[config.mk]
export PLATFORM = sky130hd
export DESIGN_NAME = i2s_rx_capture
export DESIGN_NICKNAME = d
export VERILOG_FILES = /design/src/rtl/i2s_pkg.sv /design/src/rtl/i2s_sync_edge.sv /design/src/rtl/i2s_rx_capture.sv
export SDC_FILE = /design/constraint.sdc
export NUM_CORES = 1
export LEC_CHECK = 0
export ABC_AREA = 1
export CAP_MARGIN = 20
export CORE_UTILIZATION = 45
export DETAILED_ROUTE_END_ITERATION = 12
export MAX_ROUTING_LAYER = met4
export PLACE_DENSITY = 0.71
export SETUP_SLACK_MARGIN = 0.05
export SYNTH_ARGS = -nofsm -noshare
export SYNTH_HDL_FRONTEND = slang
export SYNTH_SLANG_ARGS = --single-unit
[constraint.sdc]
create_clock -name clk -period 1.9 [get_ports clk]
set_clock_uncertainty 0.05 [all_clocks]
set_input_delay 0.19 -clock clk [delete_from_list [all_inputs] [get_ports clk]]
set_output_delay 0.19 -clock clk [all_outputs]
set_load 0.01 [all_outputs]
[src/rtl/i2s_pkg.sv]
`timescale 1ns/1ps
// i2s_pkg: shared I2S types and default slot geometry for the record and
// playback paths.
package i2s_pkg;

   localparam int I2S_SAMPLE_W = 24;
   localparam int I2S_SLOT_W   = 32;

   typedef enum logic [1:0] {
      HUNT,
      LEFT,
      RIGHT
   } i2s_rx_state_t;

   // Saturating 16-bit increment for event counters.
   function automatic logic [15:0] sat_inc16(input logic [15:0] v);
      return (v == 16'hFFFF) ? v : v + 16'd1;
   endfunction

endpackage

[src/rtl/i2s_sync_edge.sv]
`timescale 1ns/1ps
// i2s_sync_edge: multi-flop synchroniser for one asynchronous audio pin,
// plus a registered previous value to detect a rising edge in the clk domain.
module i2s_sync_edge #(
   parameter int STAGES = 2
) (
   input  logic clk,
   input  logic rstn,
   input  logic din,
   output logic level,
   output logic rise
);

   logic [STAGES-1:0] chain_q;
   logic              prev_q;

   // Shift the pin through the synchroniser and remember the last synced level.
   // NOTE: the chain is reset so no spurious edge or X leaves it after reset;
   // every flop here is real state, not a memory array, so a reset is cheap.
   always_ff @(posedge clk or negedge rstn) begin
      if (!rstn) begin
         chain_q <= '0;
         prev_q  <= 1'b0;
      end else begin
         // NOTE: non-blocking assignments keep each stage reading the
         // previous-cycle value of its neighbour.
         chain_q <= {chain_q[STAGES-2:0], din};
         prev_q  <= chain_q[STAGES-1];
      end
   end

   assign level = chain_q[STAGES-1];
   assign rise  = level & ~prev_q;

endmodule

[src/rtl/i2s_rx_capture.sv]
`timescale 1ns/1ps
// i2s_rx_capture: standard-I2S record-path receiver. Oversamples the codec's
// BCLK/LRC/DAT pins in the clk domain, deserialises left/right words and
// presents each pair on a valid/ready stream.
// Optional build macro I2S_RX_STATS_EN adds saturating dropped-pair and
// short-word counters; without it both counter ports read 0.
module i2s_rx_capture
   import i2s_pkg::*;
#(
   parameter int SAMPLE_W    = I2S_SAMPLE_W,
   parameter int SLOT_W      = I2S_SLOT_W,
   parameter int SYNC_STAGES = 2
) (
   input  logic                clk,
   input  logic                rstn,
   input  logic                audio_I2S_recbclk,
   input  logic                audio_I2S_reclrc,
   input  logic                audio_I2S_recdat,
   output logic [SAMPLE_W-1:0] m_tdata_l,
   output logic [SAMPLE_W-1:0] m_tdata_r,
   output logic                m_tvalid,
   input  logic                m_tready,
   output logic                locked,
   output logic                overflow,
   output logic                frame_err,
   output logic [15:0]         ovf_count,
   output logic [15:0]         err_count
);

   // Bit counter is sized for a whole slot even though it holds at SAMPLE_W.
   localparam int               CNT_W    = $clog2(SLOT_W + 1);
   localparam logic [CNT_W-1:0] LAST_BIT = CNT_W'(SAMPLE_W - 1);
   localparam logic [CNT_W-1:0] FULL_CNT = CNT_W'(SAMPLE_W);

   logic bit_tick;
   logic lrc_s;
   logic dat_s;
   logic lrc_rise_unused;
   logic dat_rise_unused;

   i2s_sync_edge #(.STAGES(SYNC_STAGES)) u_sync_bclk (
      .clk   (clk),
      .rstn  (rstn),
      .din   (audio_I2S_recbclk),
      .level (),
      .rise  (bit_tick)
   );

   i2s_sync_edge #(.STAGES(SYNC_STAGES)) u_sync_lrc (
      .clk   (clk),
      .rstn  (rstn),
      .din   (audio_I2S_reclrc),
      .level (lrc_s),
      .rise  (lrc_rise_unused)
   );

   i2s_sync_edge #(.STAGES(SYNC_STAGES)) u_sync_dat (
      .clk   (clk),
      .rstn  (rstn),
      .din   (audio_I2S_recdat),
      .level (dat_s),
      .rise  (dat_rise_unused)
   );

   logic                lrc_prev_q;
   logic [CNT_W-1:0]    bitcnt_q;
   logic [SAMPLE_W-2:0] shift_q;
   logic [SAMPLE_W-1:0] left_hold_q;
   logic [SAMPLE_W-1:0] new_word;
   logic                boundary;
   logic                word_done;
   logic                slot_full;

   i2s_rx_state_t state_q, state_d;
   logic          short_word;
   logic          left_done;
   logic          pair_done;

   // The bit sampled on a boundary tick is the previous slot's LSB and is dropped.
   assign boundary  = bit_tick && (lrc_s != lrc_prev_q);
   assign word_done = bit_tick && !boundary && (bitcnt_q == LAST_BIT);
   assign slot_full = (bitcnt_q == FULL_CNT);
   assign new_word  = {shift_q, dat_s};

   // Serial capture: restart the bit count on every LRC change, shift MSB-first
   // until SAMPLE_W bits are in, then ignore the rest of the slot.
   always_ff @(posedge clk or negedge rstn) begin
      if (!rstn) begin
         lrc_prev_q <= 1'b0;
         bitcnt_q   <= '0;
         shift_q    <= '0;
      end else if (bit_tick) begin
         if (boundary) begin
            lrc_prev_q <= lrc_s;
            bitcnt_q   <= '0;
         end else if (bitcnt_q < FULL_CNT) begin
            shift_q  <= new_word[SAMPLE_W-2:0];
            bitcnt_q <= bitcnt_q + CNT_W'(1);
         end
      end
   end

   // State register for the frame-alignment FSM.
   always_ff @(posedge clk or negedge rstn) begin
      if (!rstn) begin
         state_q <= HUNT;
      end else begin
         state_q <= state_d;
      end
   end

   // Frame alignment: find a left slot, complete left then right, and treat any
   // boundary before a full word as a short word that abandons the pair.
   always_comb begin
      // NOTE: every output of this block gets a default first, so no path
      // leaves one unassigned and no latch is inferred.
      state_d    = state_q;
      short_word = 1'b0;
      left_done  = 1'b0;
      pair_done  = 1'b0;
      unique case (state_q)
         HUNT: begin
            if (boundary && !lrc_s) state_d = LEFT;
         end
         LEFT: begin
            if (boundary) begin
               if (!slot_full) begin
                  short_word = 1'b1;
                  state_d    = lrc_s ? HUNT : LEFT;
               end else if (lrc_s) begin
                  state_d = RIGHT;
               end
            end else if (word_done) begin
               left_done = 1'b1;
            end
         end
         RIGHT: begin
            if (boundary) begin
               if (!slot_full) begin
                  short_word = 1'b1;
                  state_d    = lrc_s ? HUNT : LEFT;
               end else if (!lrc_s) begin
                  state_d = LEFT;
               end
            end else if (word_done) begin
               pair_done = 1'b1;
            end
         end
         default: state_d = HUNT;
      endcase
   end

   // Hold the completed left word until its right partner arrives.
   always_ff @(posedge clk or negedge rstn) begin
      if (!rstn) begin
         left_hold_q <= '0;
      end else if (left_done) begin
         left_hold_q <= new_word;
      end
   end

   // Output stream: load a finished pair unless the consumer is stalling an
   // older one, in which case drop the new pair and flag overflow.
   always_ff @(posedge clk or negedge rstn) begin
      if (!rstn) begin
         m_tvalid  <= 1'b0;
         m_tdata_l <= '0;
         m_tdata_r <= '0;
         overflow  <= 1'b0;
      end else if (pair_done) begin
         if (m_tvalid && !m_tready) begin
            overflow <= 1'b1;
         end else begin
            m_tvalid  <= 1'b1;
            m_tdata_l <= left_hold_q;
            m_tdata_r <= new_word;
         end
      end else if (m_tvalid && m_tready) begin
         m_tvalid <= 1'b0;
      end
   end

   // Lock status and the single-cycle short-word pulse.
   always_ff @(posedge clk or negedge rstn) begin
      if (!rstn) begin
         locked    <= 1'b0;
         frame_err <= 1'b0;
      end else begin
         frame_err <= short_word;
         if (state_d == HUNT) begin
            locked <= 1'b0;
         end else if (pair_done) begin
            locked <= 1'b1;
         end
      end
   end

`ifdef I2S_RX_STATS_EN
   logic [15:0] ovf_cnt_q;
   logic [15:0] err_cnt_q;
   logic        pair_drop;

   assign pair_drop = pair_done && m_tvalid && !m_tready;

   // Saturating counts of dropped pairs and short-word pulses.
   always_ff @(posedge clk or negedge rstn) begin
      if (!rstn) begin
         ovf_cnt_q <= '0;
         err_cnt_q <= '0;
      end else begin
         if (pair_drop) ovf_cnt_q <= sat_inc16(ovf_cnt_q);
         if (frame_err) err_cnt_q <= sat_inc16(err_cnt_q);
      end
   end

   assign ovf_count = ovf_cnt_q;
   assign err_count = err_cnt_q;
`else
   assign ovf_count = '0;
   assign err_count = '0;
`endif

endmodule

* Yosys cells after proc, flatten, opt, wreduce, memory -nomap -nowiden
Cells that the tools add are included.
Cells by class: add/subtract/negate cells 1, multiply operators 0, div/mod/pow operators 0, order comparisons 1, equality and inequality tests 6, shift operators 0, multiplexer cells 23, bitwise logic cells 4, reductions and logical operators 21
Operator list (count):
- two-way mux 2 bit | 7
- two-way mux 1 bit | 13
- == test 6 x 5 -> 1 bit, second input constant | 2
- two-way mux 6 bit | 2
- AND reduction 2 bit | 5
- adder 6 x 1 -> 6 bit, second input constant | 1
- logical AND 1 bit | 6
- less-than comparator 6 x 5 -> 1 bit, second input constant | 1
- one-hot mux 2 bit (3 select lines) | 1
- nonzero test 2 bit | 3
- logical NOT 2 bit | 2
- logical NOT 1 bit | 3
- inverter 1 bit | 3
- AND reduction 3 bit | 1
- == test 2 x 1 -> 1 bit, second input constant | 1
- == test 2 bit, second input constant | 1
- != test 2 bit, second input constant | 1
- OR reduction 2 bit | 1
- bitwise AND 1 bit | 1
- != test 1 bit | 1
Word-level totals: flip-flop bits (word level) 115, latch bits 0, RAM bits 0, ROM bits 0, logic and storage cells 71, memories 0

* Logic depth before layout (Yosys ltp)
word-level depth 11, gate-level depth with buffers 12, depth with buffers taken out 12

* Hierarchy
From an unflattened synthesis, not the netlist that was laid out.
Second synthesis, totals: cells, all modules 503, area, all modules 4941.0 um^2
By module, submodules not included:
- i2s_rx_capture | times used 1, cells an instance 488, area an instance 4685.7 um^2
- i2s_sync_edge | times used 3, cells an instance 5, area an instance 85.1 um^2

* Least setup slack after synthesis
Ideal clock, no wire load.
path type register to register, from register bitcnt_q[0], to register m_tdata_l[13], library setup time 0.130 ns, arrival 1.449 ns, path slack 0.271 ns, cell stages (with the launch flop) 11, path buffers 2, path through dfrtp_1 -> ha_1 -> nand2_1 -> nor3_2 -> nand2_1 -> nor3_2 -> nand3_2 -> buf_6 -> buf_6 -> nand2_1 -> o21ai_1
Between the ends: word-level cells in the longest chain between the ends 6
Ends and longest elaborated chain:
- start, declared | RTL line i2s_rx_capture.sv:66 | logic [CNT_W-1:0] bitcnt_q;
- start signal, assigned | RTL line i2s_rx_capture.sv:98 | bitcnt_q <= bitcnt_q + CNT_W'(1);
- == test 6 x 5 -> 1 bit | RTL line i2s_rx_capture.sv:81 | assign word_done = bit_tick && !boundary && (bitcnt_q == LAST_BIT);
- logical AND 1 bit | RTL line i2s_rx_capture.sv:81
- two-way mux 1 bit | RTL line i2s_rx_capture.sv:145 | end else if (word_done) begin
- two-way mux 1 bit | RTL line i2s_rx_capture.sv:138 | if (boundary) begin
- two-way mux 1 bit | RTL line i2s_rx_capture.sv:121 | unique case (state_q)
- AND reduction 2 bit (no line)
- end signal, assigned | RTL line i2s_rx_capture.sv:175 | m_tdata_l <= left_hold_q;
- end, declared | RTL line i2s_rx_capture.sv:19 | output logic [SAMPLE_W-1:0] m_tdata_l,
No other way between the ends. A chain may end at the register's enable or synchronous reset.

* Worst setup path after layout
from register bitcnt_q[1], to register m_tdata_l[3]
Same word-level chain as after synthesis.

==> key figures <==
Placed design
  – Final GP Congestion: 0.730
  – Final HPWL DP: 5.48 mm
  – Pre-CTS setup slack: 0.0481 ns
  – Placed inst area: 5340 um2
  – Port-buffer cells: 57

Clock network
  – Sink Count: 115
  – Num CTS Buffers: 17
  – Clk buf depth: 2
  – CTS root buffer: clkbuf_8
  – CTS tree: built
  – Worst-path clk slew: 0.05 ns
  – Worst-Skew Late Latency: 0.50 ns
  – H-tree depth: 4

Die
  – Rows: 37
  – IO Pins: 90
  – Die Ht: 105 um
  – Core area: 10,300 um2
  – Initial Util: 0.460
  – Full die area: 10,900 um2
  – Chip Width: 105 um

Worst setup path
  – CP max FO: 34
  – WS Path Type: reg -> reg
  – Critical path arrival: 2.13 ns
  – Worst r2r dst: m_tdata_l[3]$_DFFE_PN0P_
  – Worst reg2reg path depth: 9
  – Critical Path End Type: flip-flop
  – Critical R2R Launch: bitcnt_q[1]$_DFFE_PN0P_
  – WP data required: 2.23 ns
  – Reg-to-reg slack, setup: 0.09 ns
  – Type of origin of the critical path: flip-flop

Routing
  – Post-route DRC: 0
  – Drt first pass iters: 4
  – WL per Instance: 11.8 um
  – Post-DRT Antenna Nets: 0
  – Vias per inst: 4.50
  – Post-Route WL: 8.43 mm
  – First DRT Iteration DRCs: 161
  – Via count: 3,229

STA
  – Fin. Hold Viols: 0
  – Worst setup margin: 0.0947 ns
  – Setup_tns: 0 ns
  – Final Max Tran Viols: 0
  – Fin crit share: 0.950
  – Hold_ws: 0.0747 ns
  – RSZ-0062 raised after global routing: true
  – Achievable Freq: 0.554 GHz
  – Final setup violation count: 0
  – Post-route minimum period: 1.81 ns

Pwr
  – Total power per unit cell area: 1100 nW/um2
  – Cell leakage power: 2.72 nW
  – Worst vdd ir: 0.614 mV

Synthesis
  – Post-Synth Adder-Cell Area: 0.0159
  – Yosys warning total: 0
  – Mux cell area share after synthesis: 0
  – Syn Inst Count: 503
  – Number of synthesized flops with an enable pin: 0
  – Synth Area in Compound Gates: 0.114
  – Largest family of logic cells by synthesized area: buffers and inverters
  – Number of distinct library cells after synthesis: 21
  – Ys flop type: dfrtp_1
  – Netlist Area Pre-Place: 4730 um2
  – Post-Synth Simple-Gate Area: 0.124
  – Synth Register Bits: 115
  – Seq/Total Area, Yosys: 0.608
  – Avg Cell Area, Syn: 9.41 um2
  – Ys async rst share: 1.00
  – Xor and xnor area share after synthesis: 0

Global route
  – Largest net degree at the start of global routing: 55
  – Gr usage total: 0.173
  – Vias in the first global route: 3,107
  – First-pass GRT wire length: 14.4 mm
  – Initial antenna violation count: 0
  – Gr ovfl total: 0

Hold path
  – Hold path start: audio_I2S_reclrc
  – Min-Delay Path Class: in -> reg
  – Hold path endpoint: u_sync_lrc.chain_q[0]$_DFF_PN0_
  – WHS Path Cells: 1

Final layout
  – Area growth syn-to-layout: 26.6%
  – Finished Cell Area: 5990 um2
  – Inserted Diodes: 0
  – Nets: 580
  – Fillers: 879
  – Fraction of layout cells with a size suffix above 1: 0.0792
  – Finished Core Util: 0.583

Job
  – Max-cap viol count: 0

Outcome
  – Status: complete, no violations
## cell type report
type	count	area, um2	share of cell area
flip-flops and latches	115	2880	0.480
repair buffers	67	708	0.118
clock inverters	12	179	0.0299
well taps	136	170	0.0284
inverters	73	274	0.0457
clock buffers	20	445	0.0743
multi-input cells	294	1340	0.223
## kinds of logic (layout without fill, tap and decap cells)
group | after synthesis | after routing
DFF | 115 | 115
adders and majority gates | 6 | 6
AOI/OAI and AO/OA | 107 | 107
and+or+nand+nor | 149 | 149
other | 1 | 32
buffers and inverters | 125 | 172
## worst max path at each step
stage                                     end  slack, ns               startpoint
global placement     m_tdata_l[4]$_DFFE_PN0P_       0.14  bitcnt_q[0]$_DFFE_PN0P_
finish               m_tdata_l[3]$_DFFE_PN0P_       0.09  bitcnt_q[1]$_DFFE_PN0P_
floorplan           m_tdata_l[13]$_DFFE_PN0P_       0.27  bitcnt_q[0]$_DFFE_PN0P_
global route         m_tdata_l[6]$_DFFE_PN0P_    -0.0004  bitcnt_q[1]$_DFFE_PN0P_
detailed placement   m_tdata_l[4]$_DFFE_PN0P_       0.05  bitcnt_q[1]$_DFFE_PN0P_
CTS                  m_tdata_l[3]$_DFFE_PN0P_       0.08  bitcnt_q[1]$_DFFE_PN0P_
## metal layers
| metal | global-route usage | share of wire | vias to the layer above |
|---|---|---|---|
| li1 | - | - | 1629 |
| met4 | 0.0684 | 0.0079 | 0 |
| met5 | - | 0 | - |
| met2 | 0.258 | 0.47 | 82 |
| met1 | 0.215 | 0.47 | 1512 |
| met3 | 0.0630 | 0.047 | 6 |
## worst max-delay path, cell delays in order, from the launching register on
cell	delay (ns)
dfrtp_1	0.38
ha_2	0.21
nand2_1	0.09
nor3_2	0.11
nand2_1	0.10
nor3_4	0.20
nand3_4	0.18
buf_12	0.22
nand2_1	0.07
o21ai_0	0.07
## state kept, by name, indices dropped and copies added, names as in the netlist, 2 cells and up
| signal | cells |
|---|---|
| bitcnt_q | 6 |
| left_hold_q | 24 |
| m_tdata_l | 24 |
| m_tdata_r | 24 |
| shift_q | 23 |
| state_q | 2 |
| u_sync_bclk.chain_q | 2 |
| u_sync_dat.chain_q | 2 |
| u_sync_lrc.chain_q | 2 |
## Yosys cell counts (2+ instances only)
cell type    n  area, um2
a21oi_1      6       30.0
nor2_1      16       60.1
clkbuf_1     7       26.3
nor3_2       2       20.0
buf_6        7       78.8
o21ai_1     44        220
nand3_1      3       15.0
dfrtp_1    115       2880
buf_4       32        240
nand2_1    125        469
buf_2        6       30.0
o21ai_0     55        275
ha_1         6       75.1
inv_1       72        270
## cell usage in the layout, fill, tap and decap left out, drive strengths merged, types with 6 or more instances in the layout
cell,Yosys,routed
a21oi,6,6
buf,45,10
clkbuf,7,20
clkdlybuf4s50,0,56
conb,1,32
dfrtp,115,115
ha,6,6
inv,73,74
nand2,125,125
nor2,16,16
o21ai,99,99
## power by group
group	total (mW)	internal (mW)	switching [mW]	leakage (nW)
registers	2.71	2.60	0.107	1.58
clock network	3.28	2.20	1.08	0.297
logic	0.621	0.190	0.431	0.843
## per-stage QoR
stage | total power [mW] | instances
finish | 6.61 | 717
detailed placement | 3.36 | 683
CTS | 6.67 | 716
floorplan | 3.21 | 534
global route | 6.93 | 717
global placement | 3.32 | 683
## timing repair
item | 4_1_cts | 5_1_grt
buffers inserted | 0 | 1
pin swaps | 0 | 1
hold buffers | 1 | 0
setup endpoints to repair | 24 | 60
resized for setup | 1 | 3
gates cloned | 0 | 0
hold endpoints to repair | 115 | 0
Note: power is estimated with default switching activity, not from simulation.
